$ cat src/rtl/seven_seg_pkg.sv
// Shared types and constants for the seven-segment display capture block.
// Holds the FSM state type, segment patterns and the digit index helper.
package seven_seg_pkg;

    localparam int DIGITS = 8;
    localparam int SEG_W  = 7;

    typedef enum logic [1:0] {
        IDLE,
        SETTLE,
        HOLD
    } state_t;

    // Segment order is {a,b,c,d,e,f,g}, active-high.
    localparam logic [SEG_W-1:0] SEG_0 = 7'h7E;
    localparam logic [SEG_W-1:0] SEG_1 = 7'h30;
    localparam logic [SEG_W-1:0] SEG_2 = 7'h6D;
    localparam logic [SEG_W-1:0] SEG_3 = 7'h79;
    localparam logic [SEG_W-1:0] SEG_4 = 7'h33;
    localparam logic [SEG_W-1:0] SEG_5 = 7'h5B;
    localparam logic [SEG_W-1:0] SEG_6 = 7'h5F;
    localparam logic [SEG_W-1:0] SEG_7 = 7'h70;
    localparam logic [SEG_W-1:0] SEG_8 = 7'h7F;
    localparam logic [SEG_W-1:0] SEG_9 = 7'h7B;
    localparam logic [SEG_W-1:0] SEG_A = 7'h77;
    localparam logic [SEG_W-1:0] SEG_B = 7'h1F;
    localparam logic [SEG_W-1:0] SEG_C = 7'h4E;
    localparam logic [SEG_W-1:0] SEG_D = 7'h3D;
    localparam logic [SEG_W-1:0] SEG_E = 7'h4F;
    localparam logic [SEG_W-1:0] SEG_F = 7'h47;

    function automatic logic [2:0] digit_index(input logic [DIGITS-1:0] an);
        logic [2:0] idx;
        idx = '0;
        for (int i = 0; i < DIGITS; i++) begin
            if (!an[i]) idx = 3'(i);
        end
        return idx;
    endfunction

endpackage

$ cat src/rtl/seven_seg_capture_seg_decode.sv
// Segment pattern to hex nibble decoder.
// Any pattern outside the 16-entry table reports valid = 0.
module seg_decode
    import seven_seg_pkg::*;
(
    input  logic [SEG_W-1:0] seg,
    output logic [3:0]       nibble,
    output logic             valid
);

    always_comb begin
        nibble = 4'h0;
        valid  = 1'b1;
        unique case (seg)
            SEG_0:   nibble = 4'h0;
            SEG_1:   nibble = 4'h1;
            SEG_2:   nibble = 4'h2;
            SEG_3:   nibble = 4'h3;
            SEG_4:   nibble = 4'h4;
            SEG_5:   nibble = 4'h5;
            SEG_6:   nibble = 4'h6;
            SEG_7:   nibble = 4'h7;
            SEG_8:   nibble = 4'h8;
            SEG_9:   nibble = 4'h9;
            SEG_A:   nibble = 4'hA;
            SEG_B:   nibble = 4'hB;
            SEG_C:   nibble = 4'hC;
            SEG_D:   nibble = 4'hD;
            SEG_E:   nibble = 4'hE;
            SEG_F:   nibble = 4'hF;
            default: valid  = 1'b0;
        endcase
    end

endmodule

$ cat src/rtl/seven_seg_capture.sv
// Recovers hex digits from a multiplexed seven-segment display drive.
// A digit is captured once per scan period after it has been stable.
module seven_seg_capture
    import seven_seg_pkg::*;
#(
    parameter int STABLE_CYCLES = 4
) (
    input  logic                clk,
    input  logic                rst,
    input  logic [DIGITS-1:0]   an,
    input  logic [SEG_W-1:0]    seg,
    input  logic                dp,
    input  logic                clear,
    output logic [4*DIGITS-1:0] value,
    output logic [DIGITS-1:0]   digit_valid,
    output logic [DIGITS-1:0]   dp_out,
    output logic                frame_done,
    output logic                err
);

    localparam logic [7:0] STABLE = 8'(STABLE_CYCLES);

    logic [DIGITS-1:0] an_r;
    logic [SEG_W-1:0]  seg_r;
    logic              dp_r;
    logic [DIGITS-1:0] samp_an;
    logic [SEG_W-1:0]  samp_seg;
    logic              samp_dp;
    logic [7:0]        cnt;
    logic [7:0]        cnt_d;
    state_t            state_q;
    state_t            state_d;

    logic              onehot;
    logic              same;
    logic              start;
    logic              capture;
    logic [2:0]        idx;
    logic [3:0]        nib;
    logic              nib_ok;
    logic [DIGITS-1:0] dv_next;
    logic [DIGITS-1:0] an_n;

    assign an_n   = ~an_r;
    assign onehot = (an_n != '0) && ((an_n & (an_n - 1'b1)) == '0);
    assign same   = {an_r, seg_r, dp_r} == {samp_an, samp_seg, samp_dp};
    assign idx    = digit_index(an_r);

    seg_decode u_dec (
        .seg    (seg_r),
        .nibble (nib),
        .valid  (nib_ok)
    );

    always_ff @(posedge clk or posedge rst) begin
        if (rst) begin
            an_r  <= '1;
            seg_r <= '0;
            dp_r  <= 1'b1;
        end else begin
            an_r  <= an;
            seg_r <= seg;
            dp_r  <= dp;
        end
    end

    always_comb begin
        state_d = state_q;
        cnt_d   = cnt;
        start   = 1'b0;
        capture = 1'b0;
        unique case (state_q)
            IDLE: start = onehot;
            SETTLE: begin
                if (same) begin
                    cnt_d = cnt + 8'd1;
                    if (cnt_d == STABLE) begin
                        capture = 1'b1;
                        state_d = HOLD;
                    end
                end else if (onehot) begin
                    start = 1'b1;
                end else begin
                    state_d = IDLE;
                    cnt_d   = '0;
                end
            end
            HOLD: begin
                if (!same && onehot) begin
                    start = 1'b1;
                end else if (!same) begin
                    state_d = IDLE;
                    cnt_d   = '0;
                end
            end
            default: state_d = IDLE;
        endcase
        // A new sample restarts the count; one-cycle stability captures at once.
        if (start) begin
            cnt_d = 8'd1;
            if (STABLE == 8'd1) begin
                capture = 1'b1;
                state_d = HOLD;
            end else begin
                state_d = SETTLE;
            end
        end
    end

    always_ff @(posedge clk or posedge rst) begin
        if (rst) begin
            state_q  <= IDLE;
            cnt      <= '0;
            samp_an  <= '1;
            samp_seg <= '0;
            samp_dp  <= 1'b1;
        end else if (clear) begin
            state_q  <= IDLE;
            cnt      <= '0;
        end else begin
            state_q <= state_d;
            cnt     <= cnt_d;
            if (start) begin
                samp_an  <= an_r;
                samp_seg <= seg_r;
                samp_dp  <= dp_r;
            end
        end
    end

    always_comb begin
        dv_next = digit_valid;
        if (capture) dv_next[idx] = nib_ok;
    end

    always_ff @(posedge clk or posedge rst) begin
        if (rst) begin
            value       <= '0;
            digit_valid <= '0;
            dp_out      <= '1;
            frame_done  <= 1'b0;
            err         <= 1'b0;
        end else if (clear) begin
            value       <= '0;
            digit_valid <= '0;
            dp_out      <= '1;
            frame_done  <= 1'b0;
            err         <= 1'b0;
        end else begin
            digit_valid <= dv_next;
            frame_done  <= (digit_valid != '1) && (dv_next == '1);
            if (capture) begin
                dp_out[idx] <= dp_r;
                if (nib_ok) value[4*idx +: 4] <= nib;
                else        err <= 1'b1;
            end
        end
    end

endmodule

$ cat config.mk
export PLATFORM = sky130hd
export DESIGN_NAME = seven_seg_capture
export DESIGN_NICKNAME = d
export VERILOG_FILES = /design/src/rtl/seven_seg_pkg.sv /design/src/rtl/seven_seg_capture_seg_decode.sv /design/src/rtl/seven_seg_capture.sv
export SDC_FILE = /design/constraint.sdc
export NUM_CORES = 1
export LEC_CHECK = 0
export ABC_AREA = 1
export CORE_UTILIZATION = 50
export DETAILED_ROUTE_END_ITERATION = 8
export PLACE_DENSITY = 0.82
export SYNTH_ARGS = -nofsm -noshare
export SYNTH_HDL_FRONTEND = slang
export SYNTH_SLANG_ARGS = --single-unit
$ cat constraint.sdc
create_clock -name clk -period 7.2 [get_ports clk]
set_clock_uncertainty 0.1 [all_clocks]
set_input_delay 1.8 -clock clk [delete_from_list [all_inputs] [get_ports clk]]
set_output_delay 1.8 -clock clk [all_outputs]
set_load 0.03 [all_outputs]
Word-level counts from Yosys, hierarchy flattened
Cells that the tools add are included.
{ "totals": {"register_bits": 92} }
{ "classes": {"n_eq_ne": 28, "mux": 47, "addsub": 3, "n_bitwise": 3, "order_cmp": 2, "reduce_logical": 17, "shift": 2} }
{ "ops": {"columns": ["cell", "n"], "rows": [
  ["$mux 32", 3],
  ["$eq 7x7->1 const B", 12],
  ["$mux 8", 10],
  ["$pmux 4 s15", 1],
  ["$neg 5->34", 1],
  ["$shift 4x34->32 const A", 1],
  ["$shiftx 4x34->32", 1],
  ["$bwmux 32", 1],
  ["$eq 7x6->1 const B", 3],
  ["$mux 3", 6],
  ["$bwmux 8", 2],
  ["$eq 16x16->1", 1],
  ["$pmux 8 s2", 1],
  ["$reduce_or 16->1", 1],
  ["$mux 2", 7],
  ["$mux 1", 13],
  ["$ne 5x5->1 const B", 2],
  ["$add 8x1->8 const B", 1],
  ["$and 8x8->8", 1],
  ["$eq 8x3->1 const B", 1],
  ["$eq 8x8->1 const B", 1],
  ["$logic_not 8->1", 1],
  ["$ne 4x4->1 const B", 2],
  ["$ne 8x8->1 const B", 1],
  ["22 further kinds", 28]
]} }

Depth between registers and ports, before layout
Gate-level depths: netlist of the first run.
{ "logic_depth": {"depth_word": 16, "ltp_mapped": 16} }

Cells and area by module
A second synthesis of the first run with hierarchy kept.
{ "unflattened": {"cells_unflattened": 706, "hier_area_um2": 5192.5} }
{ "by_module_without_submodules": {"columns": ["mod", "seq_area_each_um2", "area_each_um2", "instances", "cells_each"], "rows": [
  ["seven_seg_capture", 2334.7, 4895.9, 1, 636],
  ["seg_decode", 0.0, 296.5, 1, 70]
]} }

Worst setup path before layout of the first run
OpenSTA, ideal clock, no wires.
{ "synth_timing": {"path_kind": "input to register", "start": "input clear", "end": "register cnt[2]", "path_buffers": 1, "slack_ns": 4.349, "path_stages": 8, "arrival_time_ns": 2.630, "setup_time_ns": 0.121, "path_cell_list": "clkinv_1 > nand2_1 > nor2_1 > nand2_1 > nand3_2 > buf_2 > nand2_1 > o21ai_1"} }
{ "synth_between": {"elab_chain_len": 2} }
{ "synth_rtl": {"columns": ["item", "line_no", "source"], "rows": [
  ["start: declaration", "seven_seg_capture.sv:13", "input logic clear,"],
  ["$ne 5x5->1 (no source line) (tied with other cells)", null, null],
  ["$reduce_and 4->1 (no source line)", null, null],
  ["end signal: assignment", "seven_seg_capture.sv:122", "cnt <= cnt_d;"],
  ["end: declaration", "seven_seg_capture.sv:29", "logic [7:0] cnt;"]
]} }
Several ways; a longest one is shown, not always the timed one.
A chain may end at the register's enable or synchronous reset.

Worst setup path after layout of the first run
{ "layout_timing": {"start": "input clear", "end": "register value[0]"} }
{ "layout_between": {"elab_chain_len": 2} }
{ "layout_rtl": {"columns": ["item", "line_no", "source"], "rows": [
  ["$reduce_bool 2->1 (no source line)", null, null],
  ["$reduce_and 2->1 (no source line)", null, null],
  ["end signal: indexed assignment", "seven_seg_capture.sv:154", "if (nib_ok) value[4*idx +: 4] <= nib;"],
  ["end: declaration", "seven_seg_capture.sv:14", "output logic [4*DIGITS-1:0] value,"]
]} }
Several ways; a longest one is shown, not always the timed one.

==> results of run 1 <==
==> stage by stage <==
stage | worst slack [ns] | instances
global placement | 2.89 | 864
global route | 2.87 | 880
finish | 3.06 | 880
detailed placement | 2.66 | 864
CTS | 3.08 | 880
floorplan | 2.95 | 677
==> placed cells by master, fill, tap and decap left out, types with 2 or more instances in the layout <==
cell               n
a21oi_1            5
a21oi_2            2
and2_1             2
buf_4              2
clkbuf_8           9
clkdlybuf4s50_1   68
clkinv_4           2
dfrtp_1           66
dfstp_2           26
ha_1              10
inv_1             79
inv_2             11
inv_8              3
nand2_1          215
nand2_2            3
nand3_1           50
nand3b_1           2
nand4_1            5
nor2_1            81
nor2_2             4
nor3_1             6
o21ai_0           39
o21ai_1           15
o21bai_1           2
o311ai_0           3
o31ai_1           18
xor2_1             6
==> state kept, by name (all words and copies together) (netlist names) <==
signal and cells:
value 32, an_r 8, cnt 8, digit_valid 8, dp_out 8, samp_an 8, samp_seg 7, seg_r 7
state_q 2, dp_r 1, err 1, frame_done 1, samp_dp 1
==> layout make-up <==
type	count	area share, %
repair buffers	70	11.6
clock buffers	9	2.07
inverters	92	5.78
flip-flops and latches	92	38.9
well taps	133	2.78
clock inverters	7	1.13
multi-input cells	477	37.7
==> layer usage <==
layer  up-vias  part of all wire, %
li1       2281                    -
met1      2089                   43
met2       159                   48
met3        22                  5.7
met4         0                  2.6
met5         -                    0
==> critical path, stage by stage <==
cell	delay [ns]
clkdlybuf4s50_1	1.00
clkinv_1	0.49
buf_4	0.35
o21ai_1	0.16
nand2_1	0.21
o21ai_1	0.21
inv_1	0.06
==> final timing paths <==
kind	start	end	slack (ns)	depth (start not counted)
worst max-delay path	clear	value[0]$_DFFE_PP0P_	3.06	7
worst min-delay path	value[15]$_DFFE_PP0P_	value[15]$_DFFE_PP0P_	0.39	2
worst max register to register	an_r[4]$_DFF_PP1_	value[0]$_DFFE_PP0P_	4.08	13
worst min register to register	value[15]$_DFFE_PP0P_	value[15]$_DFFE_PP0P_	0.39	2
max in group asynchronous	rst	state_q[0]$_DFFE_PP0P_	4.19	3
min in group asynchronous	rst	samp_seg[6]$_DFFE_PP0P_	1.64	2
==> report_power, final <==
part	internal (W)	total, W	leakage (nW)	switching [W]
Combinational	0.0000479	0.000137	1.59	0.0000895
Sequential	0.000558	0.000579	1.16	0.0000211
Clock	0.000135	0.000341	0.0958	0.000206
Total	0.000741	0.00106	2.84	0.000317
==> cell families after synthesis <==
group | count (synthesis) | synth area share, %
buffers and inverters | 108 | 8.45
XOR/XNOR | 6 | 1.05
flip-flops | 92 | 46.5
AND/OR/NAND/NOR | 374 | 31.3
AO/OA/AOI/OAI | 87 | 10.2
adder cells (fa/ha/maj) | 10 | 2.49
==> impl_results.md, run 1 <==
* Status: finished clean
* Drt wl/cell at 12.7 µm
* GRT busiest layer: met2
* Vias in the first global route at 4193
* Top-count cell post-synth: nand2_1
* Register area share after synthesis at 46.5%
* DR iter-0 viols at 233
* Gr ovfl total at 0
* Reg clk slew, reported paths at 0.10 ns
* Row cnt at 36
* Nets at 771
* Post-DP Area at 5800 µm²
* Height of the die at 102 µm
* Starting Density at 51.6%
* Drt first pass iters at 6
* Post-synth top cells: nand2_1, nor2_1, inv_1
* Post-DP HPWL at 8500 µm
* Die W at 102 µm
* VDD IR max at 0.109 mV
* Antenna violations before repair at 0
* H-Tree Depth at 3
* Total chip power at 0.00106 W
* # Max-Cap Violations at 0
* Flops & latches, synth at 92
* Synth warnings at 0
* Final setup TNS at 0 ns
* CTS tree: built
* Clock Path Buffers at 2
* Area share of the largest cell type after synthesis at 32.9%
* Vias at 4551
* Fill cells at 843
* # IOs at 69
* Core area at 9730 µm²
* Required @ worst endpoint at 7.36 ns
* Setup violators final at 0
* RD Place Congestion at 0.867
* Root Driver: clkbuf_8
* Area growth from synthesis to final layout at 19.4%
* Worst Path Arrival at 4.30 ns
* Die Area at 10400 µm²
* PortBufs at 68
* Register area at 2330 µm²
* Most used flip-flop cell after synthesis: dfrtp_1
* CTS sink count at 92
* Setup Fix Bufs, Post-CTS at 0
* Yosys top cell by area: dfrtp_1
* Syn Std Cell Area at 5020 µm²
* Skew-Pair Late Insertion Delay at 0.37 ns
* First-pass GRT wire length at 19100 µm
* Avg Cell Area, Syn at 7.41 µm²
* Routed Antenna Nets at 0
* PwrDens at 176 nW/µm²
* GRT met3 Usage at 3.49%
* Met1 GRT Util at 30.9%
* Hold-fix buffers at CTS at 0
* Area contributors post-synth: dfrtp_1, nand2_1, dfstp_2, nor2_1, inv_1
* Layout cells sized above 1 at 9.24%
* Critical Path Source Type: input pin
* Max_slew headroom at 28.1%
* P_leak at 2.84 nW
* Synth cell types at 36
* Crit path max fanout at 27
* Fin crit period at 4.14 ns
* Fin. Hold Viols at 0
* Mapped Nets at 706
* Largest net degree at the start of global routing at 65
* Multi-input gate area in the final layout at 2260 µm²
* Hold Crit Class: reg2reg
* Via density at 5.17
* Syn Inst Count at 677
* Post-synth EDFFs at 0
* Post-CTS Resized at 0
* Util after Layout at 61.6%
* Hold WS at 0.395 ns
* Setup CP Type: in2reg
* Diodes inserted at 0
* Final Cycle Share at 57.5%
* Final slew viol count at 0
* Design Area, Final at 6000 µm²
* RSZ-0062 raised after global routing: no
* DRC viols at 0
* Worst slew pin tran at 1.08 ns
* Routed wire length at 11200 µm
* Met2 Track Usage GR at 38.4%
* Fmax at 241 MHz
* Cts bufs inserted at 9
* Setup crit end kind: flip-flop
* Fraction of registers with async set/reset at 100%
* GRT Overall Usage at 23.4%
No activity file was read; power rests on OpenSTA's default activity.
==> run 2, diff against run 1 <==
--- a/config.mk
+++ b/config.mk
@@ -8,7 +8,7 @@
 export ABC_AREA = 1
 export CORE_UTILIZATION = 50
 export DETAILED_ROUTE_END_ITERATION = 8
-export PLACE_DENSITY = 0.82
+export PLACE_DENSITY = 0.85
 export SYNTH_ARGS = -nofsm -noshare
 export SYNTH_HDL_FRONTEND = slang
 export SYNTH_SLANG_ARGS = --single-unit
==> constraint.sdc (replaced) <==
create_clock -name clk -period 3.8 [get_ports clk]
set_clock_uncertainty 0.1 [all_clocks]
set_input_delay 0.95 -clock clk [delete_from_list [all_inputs] [get_ports clk]]
set_output_delay 0.95 -clock clk [all_outputs]
set_load 0.03 [all_outputs]
==> run 2 against run 1 <==
  * Worst setup slack worse by 2.3 ns
  * Count of clock-buffer cells in the layout unchanged
  * Via count up 1.2%
  * Cell area up 1.2%
  * Combinational power up 93%
  * Sequential cell count unchanged
  * Cell count up 0.34%
  * Sequential power up 90%
  * Register-to-register slack worse by 3.3 ns
  * Global-route usage up 0.96 points
  * Utilization up 0.75 points
  * Critical path type is now reg2reg
  * Critical endpoint is now value[16]$_DFFE_PP0P_
==> impl_results.md, run 2 (synthesis gave the netlist of run 1 again) <==
* P_leak at 2.88 nW
* CTS tree: built
* Slowest stage delay, CP at 0.60 ns
* Cts bufs inserted at 9
* Most frequent cells in the layout: nand2_1, nor2_1, inv_1
* Critical Path Source Type: flip-flop
* Hold Crit Class: reg2reg
* Fmax at 327 MHz
* Area growth from synthesis to final layout at 20.9%
* Non-filler cells in the finished layout at 883
* Hold path startpoint: value[15]$_DFFE_PP0P_
* Die Area at 10400 µm²
* # Max-Cap Violations at 0
* Clock Path Buffers at 2
* Final Cycle Share at 80.6%
* Status: finished clean
* Worst Path Arrival at 3.23 ns
* Hold-fix buffers at CTS at 0
* Required @ worst endpoint at 3.97 ns
* PwrDens at 349 nW/µm²
* Largest Register: value
* DR iter-0 viols at 230
* Vias at 4607
* Most common cell after layout, fill and taps aside: nand2_1
* GRT Overall Usage at 24.3%
* Layout cells sized above 1 at 9.60%
* Fin crit period at 3.06 ns
* Nets at 774
* H-Tree Depth at 3
* Max_slew headroom at 65.6%
* Setup crit end kind: flip-flop
* CTS sink count at 92
* Post-DP HPWL at 8620 µm
* Max reg flops at 32
* RSZ-0062 raised after global routing: no
* Crit path max fanout at 8
* Post-CTS Resized at 0
* Setup CP Type: reg2reg
* Final setup TNS at 0 ns
* Worst hold path depth at 2
* Reg2reg end: value[16]$_DFFE_PP0P_
* VDD IR max at 0.208 mV
* Routed Antenna Nets at 0
* Origin of the worst setup path: an_r[4]$_DFF_PP1_
* Reg-to-reg startpoint: an_r[4]$_DFF_PP1_
* Largest net degree at the start of global routing at 66
* Starting Density at 51.6%
* Vias in the first global route at 4314
* Die W at 102 µm
* First-pass GRT wire length at 19700 µm
* Drt first pass iters at 5
* CP max stage cell: dfstp_2
* Fill cells at 850
* PortBufs at 68
* Drt wl/cell at 13.1 µm
* Setup violators final at 0
* DRC viols at 0
* Height of the die at 102 µm
* RD Place Congestion at 0.883
* # IOs at 69
* R2R Setup Slk at 0.74 ns
* Final slew viol count at 0
* Hold Crit Endpoint: value[15]$_DFFE_PP0P_
* DP Cell Count at 867
* Reg clk slew, reported paths at 0.10 ns
* Routed wire length at 11600 µm
* Crit-path cells: inv_1 -> nand2_1 -> nand3_1 -> nand2_1 -> inv_1 -> ha_1 -> ha_1 -> inv_1 -> nor4_1 -> nand2_1 -> o21ai_0 -> nor2_1
* Row cnt at 36
* Via density at 5.22
* Antenna violations before repair at 0
* Diodes inserted at 0
* Worst slew pin tran at 0.513 ns
* Skew-Pair Late Insertion Delay at 0.37 ns
* Core area at 9730 µm²
* Fin. Hold Viols at 0
* Root Driver: clkbuf_8
* Gr ovfl total at 0
* Setup Fix Bufs, Post-CTS at 0
* FF-to-FF path depth at 12
[run 2: area by class of cell]
class | count | area (µm²) | share of cell area, %
repair buffers | 73 | 731 | 12.0
flip-flops and latches | 92 | 2330 | 38.5
clock buffers | 9 | 124 | 2.04
clock inverters | 7 | 105 | 1.73
well taps | 133 | 166 | 2.74
inverters | 92 | 347 | 5.71
multi-input cells | 477 | 2260 | 37.3
[run 2: worst max-delay path by stage]
stage,end,cells after the start
after global routing,value[16]$_DFFE_PP0P_,12
after detailed placement,value[16]$_DFFE_PP0P_,12
after CTS,value[16]$_DFFE_PP0P_,12
after floorplan,cnt[0]$_DFFE_PP0P_,1
final,value[16]$_DFFE_PP0P_,12
after global placement,value[16]$_DFFE_PP0P_,12
[run 2: report_power, final]
part           leakage [nW]  internal [W]  switching (W)
sequential             1.16       0.00106      0.0000407
combinational          1.61     0.0000938       0.000171
clock                 0.112      0.000381       0.000375
[run 2: layer usage]
metal | part of all wire (%) | track usage, % | vias to the layer above
li1 | - | - | 2286
met5 | 0 | 0 | -
met1 | 44 | 32.3 | 2123
met4 | 3.0 | 11.6 | 0
met3 | 6.1 | 4.58 | 33
met2 | 47 | 38.6 | 165
[run 2: metrics by stage]
stage               cell area (µm²)  util [%]  worst slack [ns]  total power [W]  hold slack (ns)
global route                   6070      62.4             0.421          0.00223            0.415
floorplan                      5020         -             0.401          0.00130            0.359
finish                         6070      62.4             0.738          0.00212            0.389
CTS                            6070      62.4             0.780          0.00213            0.394
global placement               5840      60.0              1.02          0.00137            0.365
detailed placement             5840      60.0             0.821          0.00138            0.369
[run 2: critical path: cells and delay by family, from the launching register on]
family	cells	cell delay, ns
simple gates	6	1.09
flops	1	0.60
buf+inv	3	0.36
fa+ha+maj	2	0.59
compound gates	1	0.21
